File: config.mk
export PLATFORM = sky130hd
export DESIGN_NAME = uart_tx_param
export DESIGN_NICKNAME = d
export VERILOG_FILES = /design/src/rtl/uart_pkg.sv /design/src/rtl/uart_tx_fifo.sv /design/src/rtl/uart_tx_param.sv
export SDC_FILE = /design/constraint.sdc
export NUM_CORES = 1
export LEC_CHECK = 0
export BUFFER_PORTS_ARGS = -buffer_cell sky130_fd_sc_hd__buf_2
export CORE_MARGIN = 2
export CORE_UTILIZATION = 55
export CTS_CLUSTER_SIZE = 24
export DETAILED_ROUTE_END_ITERATION = 12
export GPL_TIMING_DRIVEN = 0
export PLACE_DENSITY = 0.81
export REMOVE_ABC_BUFFERS = 1
export SKIP_LAST_GASP = 1
export SLEW_MARGIN = 20
export SYNTH_ARGS = -nofsm -noshare
export SYNTH_HDL_FRONTEND = slang
export SYNTH_HIERARCHICAL = 1
export SYNTH_SLANG_ARGS = --single-unit
File: constraint.sdc
create_clock -name CLK_SYS -period 3.7 [get_ports CLK_SYS]
set_input_delay 0.185 -clock CLK_SYS [delete_from_list [all_inputs] [get_ports CLK_SYS]]
set_output_delay 0.185 -clock CLK_SYS [all_outputs]
set_load 0.01 [all_outputs]
File: src/rtl/uart_pkg.sv
// Shared types and helpers for the parameterised UART transmitter.
// Holds the FSM state enum, parity_mode encodings and baud divider math.
package uart_pkg;

  typedef enum logic [2:0] {
    IDLE,
    START,
    DATA,
    PARITY,
    STOP
  } state_e;

  localparam logic [1:0] PAR_NONE  = 2'b00;
  localparam logic [1:0] PAR_EVEN  = 2'b01;
  localparam logic [1:0] PAR_ODD   = 2'b10;
  localparam logic [1:0] PAR_NONE2 = 2'b11;

  function automatic int unsigned calc_bps_cnt(
    input int unsigned clk_freq,
    input int unsigned bps
  );
    return clk_freq / bps;
  endfunction

endpackage

File: src/rtl/uart_tx_fifo.sv
// Synchronous transmit buffer with registered full/empty flags.
// Ports: clk_i, rst_i (async high), push_i/wdata_i, pop_i/rdata_o,
//        full_o, empty_o, level_o (occupancy).
module uart_tx_fifo #(
  parameter int DW    = 8,
  parameter int DEPTH = 16
) (
  input  logic                     clk_i,
  input  logic                     rst_i,
  input  logic                     push_i,
  input  logic [DW-1:0]            wdata_i,
  input  logic                     pop_i,
  output logic [DW-1:0]            rdata_o,
  output logic                     full_o,
  output logic                     empty_o,
  output logic [$clog2(DEPTH):0]   level_o
);

  localparam int AW = $clog2(DEPTH);
  localparam int LW = AW + 1;

  logic [DW-1:0] mem_q [DEPTH];
  logic [AW-1:0] wr_q, wr_d;
  logic [AW-1:0] rd_q, rd_d;
  logic [LW-1:0] lvl_q, lvl_d;
  logic          full_q, full_d;
  logic          empty_q, empty_d;
  logic          push_ok;
  logic          pop_ok;

  assign push_ok = push_i & ~full_q;
  assign pop_ok  = pop_i & ~empty_q;

  always_comb begin
    wr_d  = wr_q;
    rd_d  = rd_q;
    lvl_d = lvl_q;
    if (push_ok) wr_d = wr_q + 1'b1;
    if (pop_ok)  rd_d = rd_q + 1'b1;
    unique case ({push_ok, pop_ok})
      2'b10:   lvl_d = lvl_q + 1'b1;
      2'b01:   lvl_d = lvl_q - 1'b1;
      default: lvl_d = lvl_q;
    endcase
    full_d  = (lvl_d == LW'(DEPTH));
    empty_d = (lvl_d == '0);
  end

  // full_q resets high so nothing is accepted until the first
  // edge after reset release.
  always_ff @(posedge clk_i or posedge rst_i) begin
    if (rst_i) begin
      wr_q    <= '0;
      rd_q    <= '0;
      lvl_q   <= '0;
      full_q  <= 1'b1;
      empty_q <= 1'b1;
    end else begin
      wr_q    <= wr_d;
      rd_q    <= rd_d;
      lvl_q   <= lvl_d;
      full_q  <= full_d;
      empty_q <= empty_d;
    end
  end

  always_ff @(posedge clk_i) begin
    if (push_ok) mem_q[wr_q] <= wdata_i;
  end

  assign rdata_o = mem_q[rd_q];
  assign full_o  = full_q;
  assign empty_o = empty_q;
  assign level_o = lvl_q;

endmodule

File: src/rtl/uart_tx_param.sv
// Buffered UART transmitter: FIFO, frame FSM, shifter, registered line.
// Ports: CLK_SYS, CLK_RST (async high), tx_valid/tx_ready/tx_data,
//        parity_mode, tx_busy, fifo_level, uart_txd (idle high).
// Parity support is built only when UART_TX_PARITY_EN is defined.
module uart_tx_param
  import uart_pkg::*;
#(
  parameter int CLK_FREQ   = 50000000,
  parameter int UART_BPS   = 9600,
  parameter int DATA_BITS  = 8,
  parameter int STOP_BITS  = 1,
  parameter int FIFO_DEPTH = 16
) (
  input  logic                          CLK_SYS,
  input  logic                          CLK_RST,
  input  logic                          tx_valid,
  output logic                          tx_ready,
  input  logic [DATA_BITS-1:0]          tx_data,
  input  logic [1:0]                    parity_mode,
  output logic                          tx_busy,
  output logic [$clog2(FIFO_DEPTH):0]   fifo_level,
  output logic                          uart_txd
);

  localparam int BPS_CNT = calc_bps_cnt(CLK_FREQ, UART_BPS);
  localparam int CNT_W   = (BPS_CNT > 1) ? $clog2(BPS_CNT) : 1;
  localparam int BIT_W   = $clog2(DATA_BITS);

  state_e               state_q, state_d;
  logic [CNT_W-1:0]     baud_q, baud_d;
  logic [BIT_W-1:0]     bit_q, bit_d;
  logic                 stp_q, stp_d;
  logic [DATA_BITS-1:0] shift_q, shift_d;
  logic                 txd_q, txd_d;

  logic                 f_full;
  logic                 f_empty;
  logic [DATA_BITS-1:0] f_rdata;
  logic                 push;
  logic                 pop;
  logic                 bit_end;
  logic                 data_last;
  logic                 stop_last;
  logic                 frame_end;
  logic                 par_on;
  logic                 par_bit;

  assign tx_ready = ~f_full;
  assign push     = tx_valid & tx_ready;

  uart_tx_fifo #(
    .DW    (DATA_BITS),
    .DEPTH (FIFO_DEPTH)
  ) u_fifo (
    .clk_i   (CLK_SYS),
    .rst_i   (CLK_RST),
    .push_i  (push),
    .wdata_i (tx_data),
    .pop_i   (pop),
    .rdata_o (f_rdata),
    .full_o  (f_full),
    .empty_o (f_empty),
    .level_o (fifo_level)
  );

  assign bit_end   = (baud_q == CNT_W'(BPS_CNT - 1));
  assign data_last = (bit_q == BIT_W'(DATA_BITS - 1));
  assign stop_last = (stp_q == 1'(STOP_BITS - 1));
  assign frame_end = (state_q == STOP) & bit_end & stop_last;

  // Pop from IDLE or straight out of the last stop bit so that
  // queued frames follow each other with no idle gap.
  assign pop = ~f_empty & ((state_q == IDLE) | frame_end);

`ifdef UART_TX_PARITY_EN
  logic pen_q;
  logic par_q;

  // Mode and parity value are latched with the word, so a change
  // of parity_mode mid-frame has no effect on the current frame.
  always_ff @(posedge CLK_SYS or posedge CLK_RST) begin
    if (CLK_RST) begin
      pen_q <= 1'b0;
      par_q <= 1'b0;
    end else if (pop) begin
      pen_q <= (parity_mode == PAR_EVEN) |
               (parity_mode == PAR_ODD);
      par_q <= (^f_rdata) ^ (parity_mode == PAR_ODD);
    end
  end

  assign par_on  = pen_q;
  assign par_bit = par_q;
`else
  logic unused_par;
  assign unused_par = ^parity_mode;
  assign par_on     = 1'b0;
  assign par_bit    = 1'b1;
`endif

  always_ff @(posedge CLK_SYS or posedge CLK_RST) begin
    if (CLK_RST) state_q <= IDLE;
    else         state_q <= state_d;
  end

  always_comb begin
    state_d = state_q;
    unique case (state_q)
      IDLE:    if (!f_empty) state_d = START;
      START:   if (bit_end) state_d = DATA;
      DATA:    if (bit_end && data_last)
                 state_d = par_on ? PARITY : STOP;
      PARITY:  if (bit_end) state_d = STOP;
      STOP:    if (frame_end)
                 state_d = f_empty ? IDLE : START;
      default: state_d = IDLE;
    endcase
  end

  always_comb begin
    txd_d = 1'b1;
    unique case (state_q)
      START:   txd_d = 1'b0;
      DATA:    txd_d = shift_q[0];
      PARITY:  txd_d = par_bit;
      default: txd_d = 1'b1;
    endcase
  end

  // Bit timer and indices restart on every state entry.
  always_comb begin
    baud_d  = baud_q;
    bit_d   = bit_q;
    stp_d   = stp_q;
    shift_d = shift_q;
    if (state_d != state_q) begin
      baud_d = '0;
      bit_d  = '0;
      stp_d  = 1'b0;
    end else if (state_q != IDLE) begin
      baud_d = bit_end ? '0 : baud_q + 1'b1;
      if (bit_end && state_q == DATA) bit_d = bit_q + 1'b1;
      if (bit_end && state_q == STOP) stp_d = stp_q + 1'b1;
    end
    if (pop)
      shift_d = f_rdata;
    else if (bit_end && state_q == DATA)
      shift_d = shift_q >> 1;
  end

  always_ff @(posedge CLK_SYS or posedge CLK_RST) begin
    if (CLK_RST) begin
      baud_q  <= '0;
      bit_q   <= '0;
      stp_q   <= 1'b0;
      shift_q <= '0;
      txd_q   <= 1'b1;
    end else begin
      baud_q  <= baud_d;
      bit_q   <= bit_d;
      stp_q   <= stp_d;
      shift_q <= shift_d;
      txd_q   <= txd_d;
    end
  end

  assign uart_txd = txd_q;
  assign tx_busy  = (state_q != IDLE) | (fifo_level != '0);

endmodule
==> results.py <==
metrics = {
    "floorplan": {
        "std_cell_rows": 42,
        "chipHeight_um": 119.9,
        "die_w_um": 119.9,
        "ioPinCount": 21,
        "initial_utilization": 0.5597,
        "core_um2": 13190,
        "die_area_um2": 14370,
    },
    "pwr": {
        "ir_worst_vdd_uv": 450.8,
        "p_total_mw": 5.953,
        "p_per_area_nw_per_um2": 716.2,
        "cellLeakagePower_nw": 2.903,
    },
    "sta": {
        "worst_pin_slew_ns": 0.8147,
        "fmax_mhz": 281.1,
        "setup_violations": 0,
        "fin_ws_ns": 0.1429,
        "maxSlewHeadroom": 0.4557,
        "fin_skew_ns": 0.008564,
        "fin_crit_ns": 3.557,
        "period_share": 0.9614,
        "maxSlewViolCount": 0,
        "hold_viol": 0,
        "tns_ns": 0,
    },
    "worst_setup_path": {
        "cpMaxStageDelayCell": "o41ai_4",
        "cp.arrival_ns": 3.90,
        "max_stage_delay_ns": 0.46,
        "critPathBufInv": 1,
        "cp-end-kind": "register",
        "start_kind": "register",
        "cp_cell_sequence": "ha_1 -> and3_4 -> nand4_4 -> o41ai_4 -> nand2b_4 -> clkinvlp_4 -> nand2_1 -> xnor2_1 -> ha_2 -> a21oi_1 -> or3_4 -> a2111o_1 -> a31o_1 -> nor3b_2",
        "cp.required_ns": 4.05,
        "cp_max_fo": 7,
        "critPathKind": "register to register",
        "path_delay_family": "compound AO/OA/AOI/OAI gates",
    },
    "place": {
        "dpl.hpwl_um": 8612,
        "place.gp.congestion": 0.8229,
        "place.port_buffers": 18,
        "dp_worst_setup_slack_ns": -0.6188,
    },
    "global_route": {
        "antenna_found_initial": 0,
        "grt_start_max_net_pins": 36,
        "grt_pass1_wl_um": 22450,
        "grt_pass1_vias": 4086,
        "overflow": 0,
        "track_usage": 0.2118,
    },
    "drt": {
        "drt_iter0_drc": 335,
        "routed-wl-met3_um": 729,
        "highest_layer": "met4",
        "met1Wirelength_um": 5715,
        "detail-route-antenna-nets": 0,
        "wl_um": 14120,
        "dr_total_vias": 4056,
        "wl_met2_um": 7494,
        "viasPerCell": 6.155,
        "wire_per_inst_um": 21.43,
        "dr.pass1.iters": 5,
        "drc": 0,
    },
    "final_layout": {
        "antenna_cells": 0,
        "nets": 493,
        "area_growth_pct": 12.59,
        "drive_gt1_frac": 0.2484,
        "finish.utilization": 0.6301,
    },
    "clock_network": {
        "cts_made_buffers": 17,
        "clk_latency_ns": 0.43,
        "cts_buffer_depth": 2,
        "clock-sinks": 172,
        "cts.htree.levels": 4,
        "cts_root_buf": "clkbuf_16",
        "cts_tree": "yes",
        "cts.clk_slew.worst_paths_ns": 0.07,
    },
    "synthesis": {
        "synth_cell_types": 55,
        "synth_cells": 446,
        "syn-mean-instance-area_um2": 16.55,
        "synth_edf_count": 128,
        "syn_area_um2": 7382,
        "synth_seq_cells": 172,
        "yosysWarnings": 6,
        "synthArstFlopShare": 0.2558,
        "yosysSeqAreaShare": 0.6703,
        "synth_ff_type": "edfxtp_1",
    },
    "run_status": {
        "status": "finished clean",
    },
    "hold_path": {
        "hold_class": "input port to register",
    },
    "job": {
        "cap_violations": 0,
    },
}
==> Yosys cell counts, types with 3 or more instances <==
cell	instances	area, µm²
nand4_1	8	50.05
xnor2_1	10	87.58
mux4_2	40	900.9
nor3b_1	3	22.52
buf_2	6	30.03
o21ai_0	12	60.06
a31oi_1	4	25.02
ha_1	10	125.1
nor2_1	15	56.30
clkbuf_1	11	41.29
inv_1	10	37.54
edfxtp_1	128	3844
dfstp_2	3	78.83
nor2b_1	5	31.28
dfrtp_1	41	1026
a221o_1	7	70.07
and3_1	10	62.56
nor3_1	4	20.02
nand2_1	24	90.09
and2_1	17	106.4
xor2_1	5	43.79
or3_1	9	56.30
a21oi_1	13	65.06
nand3_1	9	45.04
==> cells in the final DEF (no fill, tap or decap), types with 12 or more instances in the layout <==
master and instances:
edfxtp_1 128, mux4_2 40, dfrtp_1 39, nand2_1 24, buf_2 18, and2_1 17, clkbuf_16 17, nor2_1 15
a21oi_1 13, o21ai_0 12
==> worst register-to-register path: cells and delay by family (launching register included) <==
kind / cells / cell delay (ns)
AO/OA/AOI/OAI: 4 / 1.18
XOR/XNOR: 1 / 0.16
adder cells (fa/ha/maj): 2 / 0.44
buffers and inverters: 1 / 0.14
flip-flops: 1 / 0.40
AND/OR/NAND/NOR: 6 / 1.16
==> per-layer routing <==
metal,vias to the layer above,global-route usage
met2,122,0.3575
li1,1803,-
met5,-,0
met3,12,0.04468
met4,0,0.07059
met1,2119,0.2773
==> flip-flops by register name (all words and copies together), names as in the netlist, 3 cells and up <==
register,count
baud_q,13
bit_q,3
shift_q,8
state_q,3
u_fifo/level_o,5
u_fifo/mem_q,128
u_fifo/rd_q,4
u_fifo/wr_q,4
==> kinds of logic (layout without fill, tap and decap cells) <==
group	after synthesis	in the layout	synth area share
simple gates	121	122	0.09508
mux	43	43	0.1263
compound gates	51	51	0.05254
buf+inv	34	70	0.02102
fa+ha+maj	10	10	0.01695
xor+xnor	15	15	0.01780
flops	172	172	0.6703
==> power breakdown <==
part	leakage, nW	total [mW]	internal [mW]	switching (mW)
combinational	0.905	1.39	0.762	0.629
clock	0.292	1.80	1.02	0.784
sequential	1.71	2.76	2.38	0.374
total	2.90	5.95	4.17	1.79
==> through the flow <==
step                      cells  hold WS (ns)  cell area [µm²]
after detailed placement    618        0.2748             7611
after CTS                   653        0.1152             8249
after global placement      617        0.2715             7579
final                       659        0.1347             8312
after global routing        659        0.1368             8312
after floorplan             423       0.08505             7268
==> final cells by class <==
cell class | instances | area, µm²
clock buffers | 17 | 425.4
clock inverters | 15 | 173.9
fillers | 884 | 4878
inverters | 11 | 45.04
multi-input cells | 241 | 2313
flip-flops and latches | 172 | 4954
well taps | 176 | 220.2
repair buffers | 27 | 180.2
==> worst paths after layout <==
| path | depth (start not counted) | to | slack, ns | startpoint |
|---|---|---|---|---|
| max | 14 | u_fifo/full_o$_DFF_PP1_ | 0.14 | baud_q[0]$_DFFE_PP0P_ |
| min | 1 | u_fifo/mem_q[11][5]$_DFFE_PP_ | 0.13 | tx_data[5] |
| max reg2reg | 14 | u_fifo/full_o$_DFF_PP1_ | 0.14 | baud_q[0]$_DFFE_PP0P_ |
| min reg2reg | 1 | shift_q[6]$_DFFE_PP0P_ | 0.51 | shift_q[6]$_DFFE_PP0P_ |
| max in group asynchronous | 3 | u_fifo/rd_q[0]$_DFFE_PP0P_ | 2.87 | CLK_RST |
| min in group asynchronous | 3 | baud_q[4]$_DFFE_PP0P_ | 0.38 | CLK_RST |
==> repair_timing <==
item,CTS,global route
hold buffers,1,0
endpoints found under the hold margin,13,0
buffers inserted,1,6
gates resized for setup,1,5
setup endpoints to repair,5,2
pin swaps,2,1
cloned,1,0
Power figures use the tool's default switching activity.
